File: config.mk
export PLATFORM = sky130hd
export DESIGN_NAME = fetch_unit
export DESIGN_NICKNAME = d
export VERILOG_FILES = /design/src/rtl/fetch_unit_pkg.sv /design/src/rtl/fetch_fifo.sv /design/src/rtl/fetch_unit.sv
export SDC_FILE = /design/constraint.sdc
export NUM_CORES = 1
export LEC_CHECK = 0
export ABC_AREA = 0
export CORE_MARGIN = 8
export CORE_UTILIZATION = 55
export DETAILED_ROUTE_END_ITERATION = 10
export HOLD_SLACK_MARGIN = 0.1
export PLACE_DENSITY = 0.79
export SLEW_MARGIN = 30
export SYNTH_ARGS = -nofsm -noshare
export SYNTH_HDL_FRONTEND = slang
export SYNTH_HIERARCHICAL = 1
export SYNTH_SLANG_ARGS = --single-unit
File: constraint.sdc
create_clock -name clk -period 8.2 [get_ports clk]
set_clock_uncertainty 0.15 [all_clocks]
set_input_delay 2.46 -clock clk [delete_from_list [all_inputs] [get_ports clk]]
set_output_delay 2.46 -clock clk [all_outputs]
set_load 0.02 [all_outputs]
File: src/rtl/fetch_unit_pkg.sv
// Shared widths, the prefetch entry layout and byte/word address helpers
// for the instruction fetch stage.
package fetch_unit_pkg;

  localparam int WORD_W  = 32;
  localparam int WADDR_W = 30;
  localparam int ENTRY_W = WORD_W + WADDR_W;

  typedef struct packed {
    logic [WORD_W-1:0]  data;
    logic [WADDR_W-1:0] pc;
  } fetch_entry_t;

  function automatic logic [WADDR_W-1:0] byte_to_word(input logic [WORD_W-1:0] baddr);
    return baddr[WORD_W-1:2];
  endfunction

  function automatic logic [WORD_W-1:0] word_to_byte(input logic [WADDR_W-1:0] waddr);
    return {waddr, 2'b00};
  endfunction

endpackage

File: src/rtl/fetch_fifo.sv
// Synchronous prefetch FIFO. The head entry is held in its own register, so
// a word pushed this cycle is visible at the output next cycle at the earliest.
module fetch_fifo #(
  parameter int WIDTH = 62,
  parameter int DEPTH = 4
) (
  input  logic                     clk,
  input  logic                     rst_n,
  input  logic                     push,
  input  logic [WIDTH-1:0]         push_data,
  input  logic                     pop,
  input  logic                     flush,
  output logic                     empty,
  output logic                     full,
  output logic [$clog2(DEPTH):0]   count,
  output logic [WIDTH-1:0]         out_data
);

  localparam int PW = $clog2(DEPTH);
  localparam int CW = PW + 1;
  localparam logic [CW-1:0] FULL_CNT = CW'(DEPTH);

  logic [WIDTH-1:0] mem_r [DEPTH];
  logic [PW-1:0]    rd_ptr_r, wr_ptr_r, rd_ptr_nxt_s, wr_ptr_nxt_s;
  logic [CW-1:0]    count_r, count_nxt_s;
  logic [WIDTH-1:0] head_r, head_nxt_s;
  logic             push_en_s, pop_en_s;

  // Next pointers, occupancy and head entry; flush overrides push and pop.
  always_comb begin
    pop_en_s     = pop & (count_r != {CW{1'b0}}) & ~flush;
    push_en_s    = push & ~flush & ((count_r != FULL_CNT) | pop_en_s);
    rd_ptr_nxt_s = rd_ptr_r;
    wr_ptr_nxt_s = wr_ptr_r;
    count_nxt_s  = count_r;
    head_nxt_s   = {WIDTH{1'b0}};
    if (flush) begin
      rd_ptr_nxt_s = {PW{1'b0}};
      wr_ptr_nxt_s = {PW{1'b0}};
      count_nxt_s  = {CW{1'b0}};
    end else begin
      rd_ptr_nxt_s = rd_ptr_r + PW'(pop_en_s);
      wr_ptr_nxt_s = wr_ptr_r + PW'(push_en_s);
      count_nxt_s  = count_r + CW'(push_en_s) - CW'(pop_en_s);
      // The new head is the word being pushed only when nothing older remains.
      if (count_nxt_s == {CW{1'b0}}) begin
        head_nxt_s = {WIDTH{1'b0}};
      end else if (push_en_s && (rd_ptr_nxt_s == wr_ptr_r)) begin
        head_nxt_s = push_data;
      end else begin
        head_nxt_s = mem_r[rd_ptr_nxt_s];
      end
    end
  end

  // Control and head registers.
  always_ff @(posedge clk or negedge rst_n) begin
    if (!rst_n) begin
      rd_ptr_r <= {PW{1'b0}};
      wr_ptr_r <= {PW{1'b0}};
      count_r  <= {CW{1'b0}};
      head_r   <= {WIDTH{1'b0}};
    end else begin
      rd_ptr_r <= rd_ptr_nxt_s;
      wr_ptr_r <= wr_ptr_nxt_s;
      count_r  <= count_nxt_s;
      head_r   <= head_nxt_s;
    end
  end

  // Entry storage; contents are don't-care until written.
  always_ff @(posedge clk) begin
    if (push_en_s) begin
      mem_r[wr_ptr_r] <= push_data;
    end
  end

  assign empty    = (count_r == {CW{1'b0}});
  assign full     = (count_r == FULL_CNT);
  assign count    = count_r;
  assign out_data = head_r;

endmodule

File: src/rtl/fetch_unit.sv
// Instruction fetch stage: read-only master on memory port A, prefetch FIFO
// toward decode, and redirect handling that discards every older word.
module fetch_unit
  import fetch_unit_pkg::*;
#(
  parameter logic [31:0] RESET_PC   = 32'h0000_0000,
  parameter int          FIFO_DEPTH = 4
) (
  input  logic                 clk,
  input  logic                 rst_n,
  output logic [WADDR_W-1:0]   mem_addr,
  output logic                 mem_wr,
  output logic [WORD_W-1:0]    mem_datain,
  input  logic [WORD_W-1:0]    mem_dataout,
  input  logic                 redirect,
  input  logic [WORD_W-1:0]    redirect_pc,
  output logic                 inst_valid,
  input  logic                 inst_ready,
  output logic [WORD_W-1:0]    inst_data,
  output logic [WORD_W-1:0]    inst_pc
);

  localparam int CW = $clog2(FIFO_DEPTH) + 1;
  localparam logic [CW:0] OCC_LIMIT = (CW+1)'(FIFO_DEPTH);

  logic [WADDR_W-1:0] fetch_pc_r, fetch_pc_nxt_s;
  logic [WADDR_W-1:0] inflight_pc_r, inflight_pc_nxt_s;
  logic               inflight_r, inflight_nxt_s;
  logic [CW-1:0]      fifo_count_s;
  logic               fifo_empty_s, fifo_full_s;
  logic [CW:0]        occupancy_s;
  logic               pop_s, issue_s;
  fetch_entry_t       push_entry_s, head_entry_s;

  assign pop_s       = inst_valid & inst_ready;
  // Words buffered plus the one in flight, after this cycle's pop.
  assign occupancy_s = {1'b0, fifo_count_s} + (CW+1)'(inflight_r) - (CW+1)'(pop_s);
  assign issue_s     = ~redirect & ~(fifo_full_s & ~pop_s) & (occupancy_s < OCC_LIMIT);

  // Fetch PC and in-flight tracking; redirect wins over issue.
  always_comb begin
    fetch_pc_nxt_s    = fetch_pc_r;
    inflight_nxt_s    = 1'b0;
    inflight_pc_nxt_s = inflight_pc_r;
    if (redirect) begin
      fetch_pc_nxt_s = byte_to_word(redirect_pc);
    end else if (issue_s) begin
      fetch_pc_nxt_s    = fetch_pc_r + 30'd1;
      inflight_nxt_s    = 1'b1;
      inflight_pc_nxt_s = fetch_pc_r;
    end else begin
      inflight_nxt_s = 1'b0;
    end
  end

  // Fetch state registers.
  always_ff @(posedge clk or negedge rst_n) begin
    if (!rst_n) begin
      fetch_pc_r    <= byte_to_word(RESET_PC);
      inflight_r    <= 1'b0;
      inflight_pc_r <= {WADDR_W{1'b0}};
    end else begin
      fetch_pc_r    <= fetch_pc_nxt_s;
      inflight_r    <= inflight_nxt_s;
      inflight_pc_r <= inflight_pc_nxt_s;
    end
  end

  assign push_entry_s = '{data: mem_dataout, pc: inflight_pc_r};

  fetch_fifo #(
    .WIDTH (ENTRY_W),
    .DEPTH (FIFO_DEPTH)
  ) u_fifo (
    .clk       (clk),
    .rst_n     (rst_n),
    .push      (inflight_r),
    .push_data (push_entry_s),
    .pop       (pop_s),
    .flush     (redirect),
    .empty     (fifo_empty_s),
    .full      (fifo_full_s),
    .count     (fifo_count_s),
    .out_data  (head_entry_s)
  );

  assign mem_addr   = fetch_pc_r;
  assign mem_wr     = 1'b0;
  assign mem_datain = {WORD_W{1'b0}};
  assign inst_valid = ~fifo_empty_s;
  assign inst_data  = head_entry_s.data;
  assign inst_pc    = word_to_byte(head_entry_s.pc);

endmodule
==> results.md <==
* Post-CTS Setup Bufs at 0
* Vias at 8677
* Yosys reg bits at 378
* CTS root buf: clkbuf_16
* Final Cycle Share at 71.0%
* Mean Syn Cell Area at 16.0 um^2
* Highest fanout seen on the critical path at 62
* Total core area at 27600 um^2
* Final ANT Viol Nets at 0
* CTS Hold Buffers Added at 0
* Post-Syn Instances at 956
* Max-cap viol count at 0
* Die width at ~180 um
* DRC at 0
* Post-DP HPWL at 19800 um
* Critical Path Start: inst_ready
* Vias per inst at 5.68
* Post-synthesis sequential area ratio at between 70% and 80%
* Number of global-route vias before repair at 9220
* Pwr Density at 333 nW/um^2
* R2r startpoint: u_fifo/count[1]$_DFF_PN0_
* RSZ-0062 raised after global routing: no
* First-pass GRT wire length at 52100 um
* Yosys Warn Count at 6
* Largest net degree at the start of global routing at 73
* Antenna Cells at 0
* Routed length per instance at 21.6 um
* Initial Util at ~55%
* Register area at 10700 um^2
* Initial DRC count at 618
* CTS sink count at 378
* Crit start category: primary input
* Routed wire length at 33000 um
* Worst setup EP type: register
* Hold Crit Class: register to register
* EDFF count, synth at 248
* Cts repair resizes at 0
* FFs w/ async S/R, synth at roughly a third
* Path depth of the worst reg2reg path at 11
* Max-slew headroom at 38.5%
* Finish-stage setup viols at 0
* Layout cells sized above 1 at between 10% and 20%
* CP Capture Point: u_fifo/out_data[8]$_DFF_PN0_
* Buffers on Ports at 158
* Clock Tree Buf Depth at 3
* Clk slew on worst S/H paths at 0.06 ns
* Net count, final at roughly 1.2k
* Area of the multi-input gates at 4210 um^2
* Worst r2r dst: u_fifo/out_data[8]$_DFF_PN0_
* Count of pins over their slew limit at 0
* Initial antenna violation count at 0
* H-Tree Depth at 2
* Die height at 183 um
* CTS tree: done
* Fin. Hold Viols at 0
* Synth area leader: edfxtp_1
* GR Overflow Total at 0
* CTS Buf Count at 38
* Outcome: finished clean
* Final Core Density at roughly 67%
* R2R Setup Slk at 3.83 ns
* Fillcell total at 1915
* Setup TNS at 0 ns
* Ys flop type: edfxtp_1
* Post-synth top area share at 48.7%
* Drt first pass iters at 4
* Total GRT Usage at 20.0%
* Fmax at 172 MHz
* Post-Syn Area at 15300 um^2
* Io pins at 196
* Critical Path RT at between 8 and 9 ns
* WP data arrival at roughly 6.0 ns
* Yosys cell types at 51
* Synthesis-to-layout area growth at 20.4%
* Gpl congestion at 0.763
* Ranking of synthesized cells by area: edfxtp_1 (49%), dfrtp_1 (21%), mux4_2 (9.1%)
* Clock latency on the worst-skew pair at approximately 0.51 ns
* Leak at 0.00661 uW
* Slew @ Worst Pin at 0.922 ns
* Max rail drop VDD at a little under 0.0002 V
* Die area at 33400 um^2
* WS Path Type: primary input to register
* Min cycle time layout at a little under 6 ns
* Core Rows at 61
worst max-delay path, stage by stage:
cell,delay [ns]
clkdlybuf4s50_1,0.41
nor2b_1,0.20
or4b_4,0.55
nand2_1,0.22
o21ai_0,0.16
ha_1,0.22
fa_1,0.38
xnor2_1,0.15
xnor2_1,0.25
a21o_4,0.78
a21oi_1,0.19
area by class of cell:
| cell class | instances | area share [%] |
|---|---|---|
| flip-flops and latches | 378 | 58.2 |
| repair buffers | 174 | 9.32 |
| multi-input cells | 513 | 22.9 |
| inverters | 15 | 0.306 |
| clock inverters | 12 | 0.734 |
| clock buffers | 58 | 6.03 |
| well taps | 378 | 2.57 |
state kept, by name, indices dropped and copies added, names as in the netlist:
name	cells
u_fifo/mem_r	248
u_fifo/rd_ptr_r	2
inflight_r	1
u_fifo/count	3
u_fifo/wr_ptr_r	2
mem_addr	30
u_fifo/out_data	62
inflight_pc_r	30
routing by layer:
layer | track usage [%] | routed length, um
met1 | 26.1 | 13500
met2 | 33.9 | 16700
met3 | 4.75 | 2400
met4 | 4.39 | 423
met5 | 0 | 0
worst min-delay path by stage:
stage                                             start  slack [ns]                             to  depth (start not counted)
final                     inflight_pc_r[11]$_DFFE_PN0P_        0.39  u_fifo/mem_r[0][11]$_DFFE_PP_                          0
after global routing      inflight_pc_r[24]$_DFFE_PN0P_        0.42  u_fifo/mem_r[1][24]$_DFFE_PP_                          0
after CTS                 inflight_pc_r[18]$_DFFE_PN0P_        0.40  u_fifo/mem_r[3][18]$_DFFE_PP_                          0
after detailed placement  inflight_pc_r[24]$_DFFE_PN0P_        0.38  u_fifo/mem_r[1][24]$_DFFE_PP_                          0
after global placement     inflight_pc_r[4]$_DFFE_PN0P_        0.36   u_fifo/mem_r[3][4]$_DFFE_PP_                          0
after floorplan            inflight_pc_r[0]$_DFFE_PN0P_        0.34   u_fifo/mem_r[0][0]$_DFFE_PP_                          0
cells by family after synthesis:
logic type,synth area share (%)
buf+inv,3.84
flops,70.0
simple gates,7.10
fa+ha+maj,0.704
xor+xnor,1.57
other cells,0.0245
mux,11.3
compound gates,5.40
metrics by stage:
stage | instance area, um^2 | hold slack (ns) | total power [uW] | cells | worst slack, ns
floorplan | 15400 | 0.341 | 3780 | 990 | 0.264
global placement | 17100 | 0.360 | 4390 | 1457 | 1.93
detailed placement | 17200 | 0.384 | 4460 | 1458 | 1.88
CTS | 18400 | 0.397 | 6180 | 1528 | 2.36
global route | 18400 | 0.421 | 6400 | 1528 | 2.22
finish | 18400 | 0.389 | 6120 | 1528 | 2.38
cells in the final DEF, fill, tap and decap left out, drive strengths merged, types with 7 or more instances in the layout:
master	n
clkinv	7
ha	7
a31oi	10
clkbuf	58
xor2	14
a21oi	62
inv	16
buf	17
o2111ai	12
nand2	151
nor2b	8
dfrtp	130
clkdlybuf4s50	157
edfxtp	248
mux4	62
conb	35
and3	10
o21ai	26
nor2	18
mux2	30
o211ai	8
xnor2	10
synth_stat cells, drive strengths merged, types with 10 or more instances:
master and number:
nand2 151, a31oi 10, edfxtp 248, xor2 14
and3 10, dfrtp 130, nor2 18, clkbuf 15
mux4 62, inv 15, o2111ai 12, xnor2 10
o21ai 26, mux2 30, buf 69, a21oi 62
report_power, final:
group	internal [uW]	switching (uW)
combinational	718	984
clock	1030	680
sequential	2480	233
total	4230	1900
(Power assumes the default switching activity.)
